`config.mk`:
```
export PLATFORM = sky130hd
export DESIGN_NAME = branch_predictor
export DESIGN_NICKNAME = d
export VERILOG_FILES = /design/src/rtl/branch_predictor_pkg.sv /design/src/rtl/bp_sat_counter.sv /design/src/rtl/branch_predictor.sv
export SDC_FILE = /design/constraint.sdc
export NUM_CORES = 1
export LEC_CHECK = 0
export CAP_MARGIN = 20
export CORE_MARGIN = 2
export CORE_UTILIZATION = 34
export DETAILED_ROUTE_END_ITERATION = 8
export HOLD_SLACK_MARGIN = 0.1
export PLACE_DENSITY = 0.54
export SKIP_CTS_REPAIR_TIMING = 1
export SLEW_MARGIN = 20
export SYNTH_ARGS = -nofsm -noshare
export SYNTH_HDL_FRONTEND = slang
export SYNTH_SLANG_ARGS = --single-unit
```
`constraint.sdc`:
```
create_clock -name clk -period 5.2 [get_ports clk]
set_clock_uncertainty 0.2 [all_clocks]
set_input_delay 1.04 -clock clk [delete_from_list [all_inputs] [get_ports clk]]
set_output_delay 1.04 -clock clk [all_outputs]
set_load 0.005 [all_outputs]
```
`src/rtl/branch_predictor_pkg.sv`:
```
// Shared constants for the IF-stage next-PC predictor: counter encodings,
// prediction policy codes and default geometry.
package branch_predictor_pkg;

    localparam int WORD_SIZE_DEF      = 16;
    localparam int BTB_INDEX_BITS_DEF = 4;

    localparam int PM_NOT_TAKEN = 0;
    localparam int PM_BTB_HIT   = 1;
    localparam int PM_TWO_BIT   = 2;

    typedef enum logic [1:0] {
        CTR_SNT = 2'b00,
        CTR_WNT = 2'b01,
        CTR_WT  = 2'b10,
        CTR_ST  = 2'b11
    } ctr_e;

endpackage

```
`src/rtl/bp_sat_counter.sv`:
```
// 2-bit saturating counter next-state function with a force-to-strongly-taken
// override; purely combinational.
module bp_sat_counter
    import branch_predictor_pkg::*;
(
    input  ctr_e ctr_i,
    input  logic inc_i,
    input  logic dec_i,
    input  logic force_set_i,
    output ctr_e ctr_o
);

    // NOTE: default assigned first so no path through the block leaves ctr_o
    // unassigned, which would otherwise infer a latch.
    always_comb begin
        ctr_o = ctr_i;
        if (force_set_i) begin
            ctr_o = CTR_ST;
        end else if (inc_i && (ctr_i != CTR_ST)) begin
            ctr_o = ctr_e'(ctr_i + 2'd1);
        end else if (dec_i && (ctr_i != CTR_SNT)) begin
            ctr_o = ctr_e'(ctr_i - 2'd1);
        end
    end

endmodule

```
`src/rtl/branch_predictor.sv`:
```
// Direct-mapped BTB with per-entry 2-bit counters: zero-latency next-PC lookup,
// training from ID-stage resolution, mispredict flag and branch statistics.
module branch_predictor
    import branch_predictor_pkg::*;
#(
    parameter int WORD_SIZE      = WORD_SIZE_DEF,
    parameter int BTB_INDEX_BITS = BTB_INDEX_BITS_DEF,
    parameter int PREDICT_MODE   = PM_TWO_BIT
) (
    input  logic                 clk,
    input  logic                 reset_n,
    input  logic [WORD_SIZE-1:0] if_pc,
    output logic [WORD_SIZE-1:0] predicted_pc,
    output logic                 predict_taken,
    input  logic                 update_en,
    input  logic [WORD_SIZE-1:0] update_pc,
    input  logic                 update_is_jump,
    input  logic                 update_taken,
    input  logic [WORD_SIZE-1:0] update_target,
    input  logic [WORD_SIZE-1:0] update_pred_pc,
    output logic                 mispredict,
    output logic [WORD_SIZE-1:0] num_branch,
    output logic [WORD_SIZE-1:0] num_branch_miss
);

    localparam int ENTRIES = 1 << BTB_INDEX_BITS;
    localparam int TAG_W   = WORD_SIZE - BTB_INDEX_BITS;

    logic                 valid_q  [ENTRIES];
    ctr_e                 ctr_q    [ENTRIES];
    logic [TAG_W-1:0]     tag_q    [ENTRIES];
    logic [WORD_SIZE-1:0] target_q [ENTRIES];

    logic [WORD_SIZE-1:0] num_branch_q, num_branch_d;
    logic [WORD_SIZE-1:0] num_miss_q, num_miss_d;

    // Lookup
    logic [BTB_INDEX_BITS-1:0] if_idx;
    logic [TAG_W-1:0]          if_tag;
    logic                      hit;

    assign if_idx = if_pc[BTB_INDEX_BITS-1:0];
    assign if_tag = if_pc[WORD_SIZE-1:BTB_INDEX_BITS];
    assign hit    = valid_q[if_idx] && (tag_q[if_idx] == if_tag);

    always_comb begin
        predict_taken = 1'b0;
        case (PREDICT_MODE)
            PM_BTB_HIT: predict_taken = hit;
            PM_TWO_BIT: predict_taken = hit && ctr_q[if_idx][1];
            default:    predict_taken = 1'b0;
        endcase
    end

    assign predicted_pc = predict_taken ? target_q[if_idx] : if_pc + WORD_SIZE'(1);

    // Resolution and training
    logic [BTB_INDEX_BITS-1:0] upd_idx;
    logic [TAG_W-1:0]          upd_tag;
    logic                      upd_hit;
    logic                      upd_taken_eff;
    logic [WORD_SIZE-1:0]      actual_next_pc;
    ctr_e                      ctr_cur;
    ctr_e                      ctr_next;

    assign upd_idx        = update_pc[BTB_INDEX_BITS-1:0];
    assign upd_tag        = update_pc[WORD_SIZE-1:BTB_INDEX_BITS];
    assign upd_hit        = valid_q[upd_idx] && (tag_q[upd_idx] == upd_tag);
    assign upd_taken_eff  = update_taken || update_is_jump;
    assign actual_next_pc = update_taken ? update_target : update_pc + WORD_SIZE'(1);
    assign mispredict     = update_en && (actual_next_pc != update_pred_pc);

    // A fresh allocation is modelled as an increment from WNT, landing on WT.
    assign ctr_cur = upd_hit ? ctr_q[upd_idx] : CTR_WNT;

    bp_sat_counter u_sat_counter (
        .ctr_i       (ctr_cur),
        .inc_i       (update_taken),
        .dec_i       (!update_taken),
        .force_set_i (update_is_jump),
        .ctr_o       (ctr_next)
    );

    // NOTE: state updates use non-blocking assignments so every register
    // samples pre-edge values, matching the flop behaviour in synthesis.
    always_ff @(posedge clk) begin
        if (!reset_n) begin
            for (int i = 0; i < ENTRIES; i++) begin
                valid_q[i] <= 1'b0;
                ctr_q[i]   <= CTR_WNT;
            end
        end else if (update_en) begin
            if (upd_taken_eff) begin
                valid_q[upd_idx] <= 1'b1;
                ctr_q[upd_idx]   <= ctr_next;
            end else if (upd_hit) begin
                ctr_q[upd_idx]   <= ctr_next;
            end
        end
    end

    // NOTE: tag and target arrays carry no reset; the cleared valid bits make
    // their contents irrelevant and keep them mappable onto plain RAM.
    always_ff @(posedge clk) begin
        if (reset_n && update_en && upd_taken_eff) begin
            tag_q[upd_idx]    <= upd_tag;
            target_q[upd_idx] <= update_target;
        end
    end

    // Statistics
    always_comb begin
        num_branch_d = num_branch_q;
        num_miss_d   = num_miss_q;
        if (update_en) begin
            num_branch_d = num_branch_q + WORD_SIZE'(1);
        end
        if (mispredict) begin
            num_miss_d = num_miss_q + WORD_SIZE'(1);
        end
    end

    always_ff @(posedge clk) begin
        if (!reset_n) begin
            num_branch_q <= '0;
            num_miss_q   <= '0;
        end else begin
            num_branch_q <= num_branch_d;
            num_miss_q   <= num_miss_d;
        end
    end

    assign num_branch      = num_branch_q;
    assign num_branch_miss = num_miss_q;

endmodule

```
* Yosys cells after proc, flatten, opt, wreduce, memory -nomap -nowiden
Memory sizes are Yosys's and may differ from the RTL's.
Cells that the tools add are included.
** Word-level totals
- Flip-flop bits (word level) :: 32
- RAM bits :: 496
- Input bits :: 69
- Output and inout port bits :: 50
- Word-level logic and storage cells :: 55
- Memories kept :: 4
** Cells by class
- Add/sub/neg operators :: 6
- Equal/unequal tests :: 4
- Muxes and demuxes :: 25
- Bitwise gates (word level) :: 1
- Reductions and logical operators :: 13
** Memories
- target_q :: depth 16, width 16, read ports 1, clocked after Yosys merged registers in 0, write ports 1, RTL line branch_predictor.sv:32 : logic [WORD_SIZE-1:0] target_q [ENTRIES];
- tag_q :: depth 16, width 12, read ports 2, clocked after Yosys merged registers in 0, write ports 1, RTL line branch_predictor.sv:31 : logic [TAG_W-1:0] tag_q [ENTRIES];
- ctr_q :: depth 16, width 2, read ports 2, clocked after Yosys merged registers in 0, write ports 16, RTL line branch_predictor.sv:30 : ctr_e ctr_q [ENTRIES];
- valid_q :: depth 16, width 1, read ports 2, clocked after Yosys merged registers in 0, write ports 16, RTL line branch_predictor.sv:29 : logic valid_q [ENTRIES];
** Operators with widths (count)
- $add 16x1->16 const B :: 4
- $mux 16 :: 2
- $eq 12x12->1 :: 2
- $ne 16x16->1 :: 1
- $mux 1 :: 15
- $mux 2 :: 6
- $logic_and 1x1->1 :: 8
- $mux 4 :: 2
- $add 2x1->2 const B :: 1
- $ne 2x2->1 const B :: 1
- $reduce_bool 2->1 :: 1
- $reduce_or 2->1 :: 1
- $sub 2x1->2 const B :: 1
- $logic_not 1->1 :: 1
- $logic_or 1x1->1 :: 1
- $or 1x1->1 :: 1
- $reduce_or 1->1 :: 1

* Longest topological paths before layout
Gate-level depths: netlist of run 1.
An unclocked memory read counts as a cell.
- Word-level depth :: 11
- Mapped depth :: 18
- Depth with buffers taken out :: 15

* By module
From an unflattened synthesis of run 1, not the netlist that was laid out.
** Second synthesis, totals
- Cells, all modules :: 1416
- Area, all modules :: 24151.9 sq um
** Modules (own cells, without submodules)
- branch_predictor :: times used 1, cells an instance 1403, area each 24053.1 sq um, seq. area each 15374.7 sq um
- bp_sat_counter :: times used 1, cells an instance 13, area each 98.8 sq um, seq. area each 0.0 sq um

* Least setup slack after synthesis of run 1
OpenSTA, ideal clock, no wires.
- Kind :: input to output
- From :: in if_pc[0]
- To :: out predicted_pc[0]
- Data arrival time :: 3853 ps
- Required time :: 3960 ps
- Setup slack :: 107 ps
- Stages on the path :: 10
- Buffers on the path :: 3
- Cell sequence :: clkbuf_1 -> buf_1 -> mux4_2 -> mux4_2 -> xnor2_1 -> nand4_1 -> nor4_2 -> clkbuf_1 -> nand2_1 -> o21ai_0
** On the way
- Longest elaborated chain between the ends :: 5
- Elaborated cells between the ends (all ways) :: 9
- Those cells by class :: add/sub (1); eq/ne (1); mux (1); reduce/logical (2); memory (4)
** RTL lines
- start: declaration :: RTL line branch_predictor.sv:12 : input logic [WORD_SIZE-1:0] if_pc,
- $mem_v2 16x12
- $eq 12x12->1 :: RTL line branch_predictor.sv:44 : assign hit = valid_q[if_idx] && (tag_q[if_idx] == if_tag);
- $logic_and 1x1->1 :: RTL line branch_predictor.sv:44
- $logic_and 1x1->1 :: RTL line branch_predictor.sv:50 : PM_TWO_BIT: predict_taken = hit && ctr_q[if_idx][1];
- $mux 16 * :: RTL line branch_predictor.sv:55 : assign predicted_pc = predict_taken ? target_q[if_idx] : if_pc + WORD_SIZE'(1);
- end: declaration :: RTL line branch_predictor.sv:13 : output logic [WORD_SIZE-1:0] predicted_pc,
Mark *: on every way between the ends. The rest lies on a longest branch, timed or not.

* Worst setup path in the final report of run 1
- From :: in if_pc[0]
- To :: out predicted_pc[1]
The elaborated chain is that of the path after synthesis.

==> results of run 1 <==
[cell usage after synthesis (all sizes together), types with 10 or more instances]
| master | instances | area share, % |
|---|---|---|
| o21ai | 44 | 0.94 |
| clkbuf | 51 | 0.79 |
| edfxtp | 480 | 60 |
| buf | 44 | 1.1 |
| mux4 | 193 | 18 |
| and4 | 18 | 0.65 |
| nand3 | 34 | 0.73 |
| a21oi | 18 | 0.37 |
| dfxtp | 48 | 4.0 |
| a21o | 18 | 0.56 |
| nand2b | 12 | 0.31 |
| xor2 | 47 | 1.7 |
| mux2 | 12 | 0.56 |
| inv | 14 | 0.22 |
| nor4 | 11 | 0.31 |
| and3 | 11 | 0.29 |
| nand2 | 61 | 0.95 |
| nor2 | 52 | 0.81 |
| mux2i | 37 | 1.5 |
| xnor2 | 40 | 1.5 |
| nor3 | 12 | 0.25 |
| nand4 | 29 | 0.80 |
| or3 | 10 | 0.28 |
| a31o | 16 | 0.58 |
[path summary, 6_finish.rpt]
kind	to	cells past startpoint
hold / removal	valid_q[6]	1
setup / recovery	predicted_pc[1]	11
setup reg to reg	ctr_q[8][0]	15
hold reg to reg	valid_q[6]	1
[worst max-delay path, stage by stage]
cell            delay, ns
clkbuf_16            0.15
mux4_2               0.50
mux4_2               0.48
xor2_1               0.17
nor4_2               0.32
nand4_1              0.19
nor4_4               0.26
buf_6                0.16
clkbuf_16            0.14
mux2_2               0.33
dlymetal6s2s_1       0.15
[placed cells by master (no fill, tap or decap), drive strengths merged, types with 5 or more instances in the layout]
cell,n
a31o,16
clkdlybuf4s50,87
and3,11
o22ai,5
nand4,29
nor2,52
a221oi,6
nand2,61
a21oi,18
mux2,12
a21o,18
and2,5
nor4,11
dlymetal6s2s,22
mux2i,37
nor2b,9
edfxtp,480
ha,9
clkinv,28
and4,18
or3,10
clkbuf,69
nand2b,12
nand3,34
mux4,193
buf,180
clkinvlp,6
inv,16
xor2,47
xnor2,40
nor3,12
o211ai,6
dfxtp,48
o21ai,44
[layer usage]
metal	vias to the layer above	share of wire, %	track usage [%]
met5	-	0.080	0
met4	8	2.3	5.321
met3	102	7.8	4.054
met2	585	45	29.02
met1	7651	44	28.09
li1	6250	-	-
[registers in the layout, indices dropped and copies added, names as in the netlist]
name and count:
num_branch 16, tag_q 192, valid_q 16, ctr_q 32
num_branch_miss 16, target_q 256
[logic make-up (layout without fill, tap and decap cells)]
logic type | count (synthesis) | in the layout | share of synthesized area, %
other cells | 0 | 1 | 0
flops | 528 | 528 | 63.75
buf+inv | 110 | 411 | 2.132
mux | 242 | 242 | 20.12
compound gates | 144 | 144 | 4.057
fa+ha+maj | 9 | 9 | 0.4670
simple gates | 280 | 280 | 6.309
xor+xnor | 87 | 87 | 3.160
[area by class of cell]
type                    instances  share of cell area, %
diodes                          1               0.008370
well taps                     940                  3.934
repair buffers                294                  10.09
multi-input cells             762                  28.36
clock buffers                  64                  4.892
flip-flops and latches        528                  51.43
inverters                      15                 0.2009
clock inverters                38                  1.080
[power breakdown]
group	total (mW)	switching (mW)	internal [mW]
registers	4.71	0.0244	4.68
clock network	3.86	1.69	2.17
logic	0.908	0.480	0.429
total	9.48	2.19	7.28
==> impl_metrics.env, run 1 <==
export IMPL_status="finished, final reports clean"
export IMPL_antenna_found_initial=5
export IMPL_drtIter0Drc=1572
export IMPL_vias=14600
export IMPL_netlist_area_um2=24120
export IMPL_endpoint_kind="primary output"
export IMPL_synth_cell_types=67
export IMPL_synthCells=1400
export IMPL_die_area_um2=73080
export IMPL_avgSynthCellArea_um2=17.23
export IMPL_post_dp_hpwl_um=46540
export IMPL_h_tree_depth=2
export IMPL_drc=0
export IMPL_critPathLaunch="if_pc[0]"
export IMPL_finalSetupViolations=0
export IMPL_timing_fmax_mhz=195.1
export IMPL_cp_max_fo=9
export IMPL_clkLatencyLatePin_ns=0.63
export IMPL_required_ns=3.96
export IMPL_cts_made_buffers=56
export IMPL_finalHoldViolCount=0
export IMPL_drt_vias_per_instance=5.525
export IMPL_utilization_pct=42.62
export IMPL_dpl_instance_area_um2=27680
export IMPL_synth_seq_cells=528
export IMPL_period_share_pct=98.59
export IMPL_relSlewSlack_pct=43.35
export IMPL_setup_ws_ns=0.07321
export IMPL_holdWs_ns=0.2847
export IMPL_drtPass1Iterations=5
export IMPL_grt_pass1_wl_um=102000
export IMPL_cts_clk_slew_worst_paths_ns=0.06
export IMPL_routed_wirelength_um=71580
export IMPL_die_y_um=270.3
export IMPL_drv_cap=0
export IMPL_rrSetupSlack_ns=0.81
export IMPL_power_mw=9.477
export IMPL_worst_r2r_startpoint="tag_q[14][0]"
export IMPL_yosysWarnings=0
export IMPL_pin_count=119
export IMPL_placedCellCount=2521
export IMPL_nNetsFinal=1735
export IMPL_ys_seq_area_share_pct=63.75
export IMPL_stdcell_count=2642
export IMPL_grt_pass1_vias=14650
export IMPL_clock_sinks=528
export IMPL_grt_max_degree=68
export IMPL_p_leak_nw=10.02
export IMPL_detail_route_wl_per_cell_um=27.09
export IMPL_critPathLaunchType="input port"
export IMPL_period_needed_ns=5.127
export IMPL_synth_fp_nets=1478
export IMPL_cts_buffer_depth=3
export IMPL_io_buffers=118
export IMPL_slew_viol_final=0
export IMPL_multi_input_area_um2=8479
export IMPL_fillCellCount=6292
export IMPL_gr_total_overflow=0
export IMPL_hp_start="valid_q[6]"
export IMPL_antenna_left=0
export IMPL_ys_flop_type="edfxtp_1"
export IMPL_final_setup_tns_ns=0
export IMPL_ff_latch_area_um2=15370
export IMPL_ir_drop_v=0.0002667
export IMPL_clk_root_buffer_cell="clkbuf_16"
export IMPL_cp_data_arrival_time_ns=3.89
export IMPL_async_flop_share_pct=0
export IMPL_final_cell_area_um2=29900
export IMPL_powerDensity_nw_per_um2=317.0
export IMPL_tightest_slew_ns=0.8485
export IMPL_globalRouteTotalUtil_pct=19.23
export IMPL_die_x_um=270.3
export IMPL_critPathKind="input port to primary output"
export IMPL_min_path_type="flop to flop"
export IMPL_areaGrowthSynthToFinish_pct=23.97
export IMPL_initial_core_util_pct=34.38
export IMPL_globalplace_congestion=0.8304
export IMPL_synth_edff_count=480
export IMPL_post_place_ws_ns=-0.5120
export IMPL_core_area_um2=70150
export IMPL_rows=97
export IMPL_layout_drive_gt1_share_pct=31.33
export IMPL_cts_tree="built"
Power figures use the tool's default switching activity.
==> run 2: changes to the inputs <==
--- a/config.mk
+++ b/config.mk
@@ -7,10 +7,11 @@
 export LEC_CHECK = 0
 export CAP_MARGIN = 20
 export CORE_MARGIN = 2
-export CORE_UTILIZATION = 34
+export CORE_UTILIZATION = 30
 export DETAILED_ROUTE_END_ITERATION = 8
 export HOLD_SLACK_MARGIN = 0.1
-export PLACE_DENSITY = 0.54
+export PLACE_DENSITY = 0.49
+export SETUP_SLACK_MARGIN = 0.05
 export SKIP_CTS_REPAIR_TIMING = 1
 export SLEW_MARGIN = 20
 export SYNTH_ARGS = -nofsm -noshare
==> run 2 against run 1 <==
The flow now finishes with violations (negative setup slack); first-iteration DRC count shrank 21%; combinational power about the same; routed wire length up 2.4%; worst setup slack worse by 0.24 ns; critical path depth grew 1; clock power increased by 5.7%; maximum frequency down 4.4%; register-to-register slack worse by 0.03 ns; global-route usage down 1.6 points; hold slack got worse by 0.0064 ns.
==> impl_metrics.env, run 2 (synthesis results as in run 1) <==
export IMPL_hp_start="valid_q[13]"
export IMPL_rrSetupSlack_ns=0.78
export IMPL_final_setup_tns_ns=-1.601
export IMPL_clock_sinks=528
export IMPL_reg_largest_list="target_q (256), tag_q (192), ctr_q (32)"
export IMPL_tightest_slew_ns=0.9769
export IMPL_cp_data_arrival_time_ns=4.12
export IMPL_drv_cap=0
export IMPL_largest_reg_flops=256
export IMPL_pin_count=119
export IMPL_relSlewSlack_pct=34.87
export IMPL_finalSetupViolations=16
export IMPL_rows=103
export IMPL_min_path_type="flop to flop"
export IMPL_ir_drop_v=0.0002715
export IMPL_antenna_left=0
export IMPL_dpl_instance_area_um2=27940
export IMPL_io_buffers=118
export IMPL_gr_total_overflow=0
export IMPL_status="finished, violations left"
export IMPL_globalRouteTotalUtil_pct=17.61
export IMPL_holdWs_ns=0.2784
export IMPL_powerDensity_nw_per_um2=321.5
export IMPL_drtPass1Iterations=8
export IMPL_die_area_um2=82670
export IMPL_mostFrequentLayoutCells="edfxtp_1, mux4_2, buf_4"
export IMPL_endpoint_kind="primary output"
export IMPL_cp_max_fo=6
export IMPL_globalplace_congestion=0.8443
export IMPL_setup_ws_ns=-0.1634
export IMPL_clk_root_buffer_cell="clkbuf_16"
export IMPL_finalHoldViolCount=0
export IMPL_routed_wirelength_um=73260
export IMPL_cts_buffer_depth=3
export IMPL_antenna_found_initial=9
export IMPL_grt_max_degree=61
export IMPL_cts_clk_slew_worst_paths_ns=0.06
export IMPL_reg2regPathDepth=15
export IMPL_num_antenna_cells=0
export IMPL_utilization_pct=38.07
export IMPL_post_dp_hpwl_um=48630
export IMPL_vias=14650
export IMPL_p_leak_nw=10.04
export IMPL_hold_path_depth=1
export IMPL_drt_vias_per_instance=5.274
export IMPL_worst_r2r_startpoint="tag_q[10][7]"
export IMPL_min_to="valid_q[13]"
export IMPL_areaGrowthSynthToFinish_pct=25.11
export IMPL_cts_tree="built"
export IMPL_detail_route_wl_per_cell_um=26.38
export IMPL_layout_drive_gt1_share_pct=33.06
export IMPL_layout_commonest_cell="edfxtp_1"
export IMPL_critPathLaunchType="input port"
export IMPL_slew_viol_final=0
export IMPL_die_y_um=287.5
export IMPL_timing_fmax_mhz=186.4
export IMPL_grt_pass1_vias=14910
export IMPL_initial_core_util_pct=30.43
export IMPL_drtIter0Drc=1239
export IMPL_regMostFlops="target_q"
export IMPL_r2r_end="ctr_q[14][0]"
export IMPL_nNetsFinal=1756
export IMPL_clkLatencyLatePin_ns=0.64
export IMPL_final_cell_area_um2=30170
export IMPL_rsz0062_at_grt="true"
export IMPL_period_share_pct=103.1
export IMPL_cts_made_buffers=59
export IMPL_core_area_um2=79260
export IMPL_critPathKind="input port to primary output"
export IMPL_period_needed_ns=5.363
export IMPL_required_ns=3.96
export IMPL_grt_pass1_wl_um=105700
export IMPL_die_x_um=287.5
export IMPL_drc=0
export IMPL_violations="negative setup slack"
export IMPL_h_tree_depth=2
run 2: cell types whose count changed in the layout (fill, tap and decap cells not counted), sizes merged:
cell / before / now
bufinv: 3 / 5
clkinvlp: 6 / 1
dlymetal6s2s: 22 / 5
diode: 1 / 0
inv: 16 / 14
clkbuf: 69 / 79
clkinv: 28 / 32
buf: 180 / 213
clkdlybuf4s50: 87 / 88
run 2: cell type report:
type | count | area, µm²
fillers | 7311 | 49090
flip-flops and latches | 528 | 15370
multi-input cells | 762 | 8512
repair buffers | 312 | 3020
clock buffers | 73 | 1550
well taps | 1050 | 1314
clock inverters | 37 | 342.8
inverters | 15 | 56.30
run 2: worst max-delay path by stage:
stage,startpoint,endpoint,depth (start not counted)
3_5_place_dp,if_pc[0],predicted_pc[6],13
2_1_floorplan,if_pc[0],predicted_pc[0],10
4_1_cts,if_pc[0],predicted_pc[6],13
6_report,if_pc[0],predicted_pc[1],12
5_1_grt,if_pc[0],predicted_pc[1],12
3_3_place_gp,if_pc[0],predicted_pc[1],11
run 2: power breakdown:
part	total (mW)	switching, mW	internal [mW]
Clock	4.08	1.72	2.36
Sequential	4.71	0.0241	4.68
Combinational	0.909	0.481	0.429
run 2: per-layer routing:
| layer | global-route usage [%] | wire (µm) | up-vias |
|---|---|---|---|
| met4 | 4.063 | 1522 | 14 |
| li1 | - | - | 6296 |
| met2 | 28.25 | 34090 | 454 |
| met5 | 0 | 90 | - |
| met1 | 24.96 | 33330 | 7780 |
| met3 | 3.027 | 4221 | 102 |
run 2: worst max-delay path, cell delays in order:
cell     delay (ns)
buf_16         0.11
mux4_2         0.49
mux4_2         0.54
xor2_2         0.19
nor4_4         0.43
buf_4          0.18
nand4_1        0.15
nor4_4         0.26
buf_6          0.17
buf_12         0.13
mux2_4         0.31
buf_6          0.12
run 2: through the flow:
stage / std cells / setup WS [ns] / total power, mW
after detailed placement: 2656 / -1.048 / 5.695
final: 2777 / -0.1634 / 9.699
after global routing: 2777 / -0.1894 / 10.02
after floorplan: 1400 / 0.1067 / 5.245
after global placement: 2656 / -1.002 / 5.687
after CTS: 2766 / -1.059 / 9.786
